<file path="src/rtl/run_controller.sv">
// run_controller: sequences the datapath through start/run/halt and streams the end-of-run register dump
module run_controller #(
  parameter int XLEN       = 64,
  parameter int NREGS      = 32,
  parameter int CNT_W      = 32,
  parameter int MAX_CYCLES = 0
) (
  input  logic             clk,
  input  logic             reset,
  input  logic             start,
  input  logic [31:0]      instruction_word,
  input  logic [XLEN-1:0]  pc_current,
  output logic             core_en,
  output logic             core_reset,
  output logic [4:0]       dbg_rd_addr,
  input  logic [XLEN-1:0]  dbg_rd_data,
  output logic             dump_valid,
  input  logic             dump_ready,
  output logic [XLEN-1:0]  dump_data,
  output logic             dump_last,
  output logic [CNT_W-1:0] cycle_count,
  output logic [XLEN-1:0]  halt_pc,
  output logic             busy,
  output logic             timeout
);
  localparam int KW = $clog2(NREGS + 1);
  typedef enum logic [2:0] {IDLE, PRIME, RUN, DUMP, DONE} state_t;
  state_t            state_q;
  logic              en_q, crst_q, valid_q, last_q, tmo_q;
  logic [KW-1:0]     idx_q;
  logic [XLEN-1:0]   data_q, hpc_q;
  logic [CNT_W-1:0]  cnt_q, cnt_d;
  logic              halt, wdog, load, fin;
  assign core_en     = en_q;
  assign core_reset  = crst_q;
  assign dbg_rd_addr = 5'(idx_q);
  assign dump_valid  = valid_q;
  assign dump_data   = data_q;
  assign dump_last   = last_q;
  assign cycle_count = cnt_q;
  assign halt_pc     = hpc_q;
  assign timeout     = tmo_q;
  assign busy        = state_q != IDLE && state_q != DONE;
  // saturating count, halt/watchdog detection and dump beat load/finish conditions
  always_comb begin
    cnt_d = &cnt_q ? cnt_q : cnt_q + CNT_W'(1);
    halt  = instruction_word == 32'h0;
    wdog  = MAX_CYCLES != 0 && cnt_d == CNT_W'(MAX_CYCLES);
    load  = state_q == DUMP && (!valid_q || (dump_ready && !last_q));
    fin   = valid_q && dump_ready && last_q;
  end
  // run sequencer; idx_q addresses the register whose data is loaded into the next beat
  always_ff @(posedge clk) begin
    if (reset) begin
      state_q <= IDLE;
      en_q    <= 1'b0;
      crst_q  <= 1'b1;
      idx_q   <= '0;
      valid_q <= 1'b0;
      data_q  <= '0;
      last_q  <= 1'b0;
      cnt_q   <= '0;
      hpc_q   <= '0;
      tmo_q   <= 1'b0;
    end else begin
      case (state_q)
        IDLE, DONE: if (start) begin
          state_q <= PRIME;
          crst_q  <= 1'b1;
          cnt_q   <= '0;
          tmo_q   <= 1'b0;
        end
        PRIME: begin
          state_q <= RUN;
          crst_q  <= 1'b0;
          en_q    <= 1'b1;
        end
        RUN: begin
          cnt_q <= cnt_d;
          if (halt || wdog) begin
            state_q <= DUMP;
            en_q    <= 1'b0;
            hpc_q   <= pc_current;
            tmo_q   <= !halt;
            idx_q   <= '0;
          end
        end
        DUMP: if (load) begin
          valid_q <= 1'b1;
          last_q  <= idx_q == KW'(NREGS);
          data_q  <= idx_q == KW'(NREGS) ? XLEN'(cnt_q) : dbg_rd_data;
          if (idx_q != KW'(NREGS)) idx_q <= idx_q + KW'(1);
        end else if (fin) begin
          valid_q <= 1'b0;
          state_q <= DONE;
        end
        default: state_q <= IDLE;
      endcase
    end
  end
endmodule

</file>
<file path="config.mk">
export PLATFORM = sky130hd
export DESIGN_NAME = run_controller
export DESIGN_NICKNAME = d
export VERILOG_FILES = /design/src/rtl/run_controller.sv
export SDC_FILE = /design/constraint.sdc
export NUM_CORES = 1
export LEC_CHECK = 0
export CORE_UTILIZATION = 28
export CTS_CLUSTER_SIZE = 24
export DETAILED_ROUTE_END_ITERATION = 10
export GPL_TIMING_DRIVEN = 0
export PLACE_DENSITY = 0.64
export SYNTH_ARGS = -nofsm -noshare
export SYNTH_HDL_FRONTEND = slang
export SYNTH_SLANG_ARGS = --single-unit
export TNS_END_PERCENT = 1
</file>
<file path="constraint.sdc">
create_clock -name clk -period 2.4 [get_ports clk]
set_clock_uncertainty 0.05 [all_clocks]
set_input_delay 0.48 -clock clk [delete_from_list [all_inputs] [get_ports clk]]
set_output_delay 0.48 -clock clk [all_outputs]
set_load 0.01 [all_outputs]
</file>
==> run_results.csv, run 1 <==
group,metric,value,unit
outcome,status,"finished clean",
worst_hold_path,worstHoldPathType,"reg2reg",
global_route,track_usage,19.85,%
worst_hold_path,hold_depth,2,
pwr,leakagePower,4.143,nW
synthesis,postSynthCellCount,863,
placed_design,routabilityCongestion,0.8426,
clock_tree,numCtsBuffers,17,
clock_tree,clk_latency,0.43,ns
synthesis,syn_nets,1030,
critical_path,start_kind,"flop",
critical_path,critPathArrivalTime,2.61,ns
clock_tree,cts_hold_buf,0,
placed_design,dp_hpwl,19880,um
synthesis,ys_seq_area_share,48.48,%
synthesis,async_flop_share,0,%
cells_and_area,final.fill_count,2526,
global_route,grt_pass1_vias,7137,
critical_path,worstSetupPathType,"reg2reg",
critical_path,reg2reg_to,"cycle_count[24]",
synthesis,synth_flop_cell,"dfxtp_1",
critical_path,end_kind,"flop",
clock_tree,clkSlewWorstSetupHoldPaths,0.07,ns
clock_tree,clock_sinks,174,
worst_hold_path,whs_endpoint,"halt_pc[20]",
global_route,overflow,0,
synthesis,ys_types,53,
timing,drv_slew,0,
floorplanning,die_h,162.2,um
global_route,grt_max_degree,18,
timing,maxSlewHeadroom,45.85,%
run,max-cap-violations,0,
routing,drt_iter0_markers,435,
timing,tightest_slew,0.8122,ns
cells_and_area,final_util,46.28,%
synthesis,synth_area_leader_cell,"dfxtp_1",
pwr,p_per_area,579.0,nW/um^2
cells_and_area,regArea,3488,um^2
placed_design,numPortBuffers,333,
floorplanning,start_util,28.54,%
synthesis,synth.area.top_cells,"dfxtp_1, nand2_1, a21oi_1",
critical_path,reg2reg_from,"state_q[2]",
timing,finalHoldViolCount,0,
clock_tree,htreeDepth,4,
placed_design,placed_cells,1526,
floorplanning,die_w,162.2,um
synthesis,yosys_warnings,0,
routing,antenna_left,0,
synthesis,avgSynthCellArea,8.326,um^2
cells_and_area,fin_cells,1562,
timing,hold_ws,0.4041,ns
floorplanning,fp.coreArea,25180,um^2
cells_and_area,final_nets,1386,
global_route,antenna_found_initial,0,
routing,totalWireLength,26820,um
global_route,grt_pass1_wl,40330,um
cells_and_area,drive_gt1_share,7.630,%
timing,clock.fmax,0.4302,GHz
critical_path,r2r_cells,6,
critical_path,required,2.68,ns
synthesis,netlist.area_leader.share,48.48,%
routing,route.detailed.drc,0,
pwr,peakVddDrop,0.3795,mV
routing,vias,7646,
critical_path,crit_fanout,10,
cells_and_area,syn_to_final_growth,62.20,%
timing,period_share,96.86,%
timing,rsz0062_at_grt,"yes",
floorplanning,placementRows,58,
floorplanning,dieArea,26310,um^2
critical_path,rrSetupSlack,0.08,ns
synthesis,ys_seq_elements,174,
worst_hold_path,worstHoldStart,"halt_pc[20]",
clock_tree,cts_tree,"yes",
floorplanning,io_pins,335,
routing,avgViaCountPerCell,4.895,
synthesis,netlist_area,7186,um^2
routing,routedWlPerCell,17.17,um
synthesis,synth_edf_count,0,
clock_tree,clockRootBuffer,"clkbuf_16",
timing,final.min_clock_period,2.325,ns
cells_and_area,insertedDiodeCount,0,
routing,drtPass1Iterations,5,
timing,finalSetupViolations,0,
cells_and_area,multi_input_area,3415,um^2
clock_tree,clockBufferDepth,2,
## layout by cell type, fill, tap and decap left out, types with 4 or more instances in the layout
cell type	count
clkdlybuf4s50_1	333
dfxtp_1	172
nand2_1	157
nor2_1	105
a21oi_1	104
clkbuf_1	36
a22oi_1	35
a211oi_1	34
mux2i_1	29
o21ai_0	26
clkbuf_16	17
nand3_1	13
buf_4	11
nand4_1	11
inv_1	9
buf_2	9
nor3_1	9
nor4_1	8
clkbuf_2	7
a311oi_1	7
clkbuf_4	6
a31oi_1	6
and3_1	4
a21o_1	4
or4_1	4
inv_6	4
clkinvlp_4	4
inv_8	4
## cell type report
cell class / count / share of cell area [%]
Tap cell: 330 / 3.543
Clock buffer: 18 / 3.768
Clock inverter: 14 / 1.278
Buffer: 68 / 2.942
Multi-Input combinational cell: 610 / 29.30
Timing Repair Buffer: 338 / 28.92
Inverter: 10 / 0.3221
Sequential cell: 174 / 29.93
## routing by layer
metal / track usage [%] / wire length [um] / vias up
li1: - / - / 3761
met1: 26.39 / 12270 / 3606
met4: 6.561 / 549 / 0
met2: 31.72 / 12580 / 247
met3: 4.367 / 1426 / 32
met5: 0 / 0 / -
## Yosys cell counts, drive strengths merged (6+ instances only)
cell type  instances
dfxtp            174
a211oi            34
inv                9
nor4              12
o21ai             26
a22oi             35
clkbuf            45
buf               24
nand2            158
nor3              11
nand3             15
a31oi              6
mux2i             29
nor2             106
a21oi            106
nand4             12
a311oi             8
## critical path: stages, from the launching register on
cell      delay [ns]
dfxtp_1         0.38
nand2b_1        0.20
nor2_1          0.15
clkbuf_1        0.46
clkbuf_1        0.51
o21ai_0         0.19
a311oi_1        0.31
## logic make-up after synthesis
kind of cell,count (synthesis),share of synthesized area (%)
compound gates,235,20.30
flops,174,48.48
buf+inv,79,4.893
fa+ha+maj,3,0.5224
mux,29,4.040
simple gates,343,21.77
## worst max path at each step
stage | startpoint | endpoint | slack, ns | depth (start not counted)
detailed placement | instruction_word[18] | halt_pc[33] | -0.83 | 9
global placement | instruction_word[18] | halt_pc[52] | -0.83 | 9
finish | state_q[2] | cycle_count[24] | 0.08 | 6
CTS | instruction_word[18] | halt_pc[10] | 0.002 | 9
global route | state_q[2] | halt_pc[45] | -0.07 | 8
floorplan | cycle_count[0] | cycle_count[6] | 0.28 | 9
## per-stage QoR
stage	power, mW	setup TNS (ns)	setup slack, ns	cell area [um^2]
2_1_floorplan	3.430	0	0.2781	7186
3_3_place_gp	3.979	-67.45	-0.8338	10930
3_5_place_dp	3.983	-66.01	-0.8264	10930
4_1_cts	6.801	0	0.002162	11600
5_1_grt	7.027	-2.059	-0.07127	11650
6_report	6.748	0	0.07548	11650
## timing repair
item | in CTS | in global routing
resized for setup | 16 | 16
pin swaps | 3 | 3
endpoints found under the setup margin | 77 | 111
buffers inserted | 5 | 0
## registers in the layout, indices dropped and copies added, names as in the netlist
| register | count |
|---|---|
| halt_pc | 64 |
| cycle_count | 32 |
| dump_valid | 1 |
| dump_data | 64 |
| core_en | 1 |
| idx_q | 6 |
| core_reset | 1 |
| timeout | 1 |
| state_q | 3 |
| dump_last | 1 |
## where the power goes
part / leakage, nW / total (mW) / switching [mW] / internal, mW
clock network: 0.278 / 2.81 / 1.31 / 1.50
registers: 1.41 / 3.00 / 0.0445 / 2.96
logic: 2.46 / 0.937 / 0.440 / 0.497
total: 4.14 / 6.75 / 1.79 / 4.95
Power figures use the tool's default switching activity.
==> run 2: changes to the inputs <==
--- a/config.mk
+++ b/config.mk
@@ -6,7 +6,6 @@
 export NUM_CORES = 1
 export LEC_CHECK = 0
 export CORE_UTILIZATION = 28
-export CTS_CLUSTER_SIZE = 24
 export DETAILED_ROUTE_END_ITERATION = 10
 export GPL_TIMING_DRIVEN = 0
 export PLACE_DENSITY = 0.64
==> results of run 2 <==
Same layout as run 1: the final DEF is identical, and so are final timing and power.
==> run 3: changes to the inputs <==
--- a/config.mk
+++ b/config.mk
@@ -5,6 +5,7 @@
 export SDC_FILE = /design/constraint.sdc
 export NUM_CORES = 1
 export LEC_CHECK = 0
+export CAP_MARGIN = 20
 export CORE_UTILIZATION = 28
 export DETAILED_ROUTE_END_ITERATION = 10
 export GPL_TIMING_DRIVEN = 0
==> results of run 3 <==
Same layout as run 1: the final DEF is identical, and so are final timing and power.
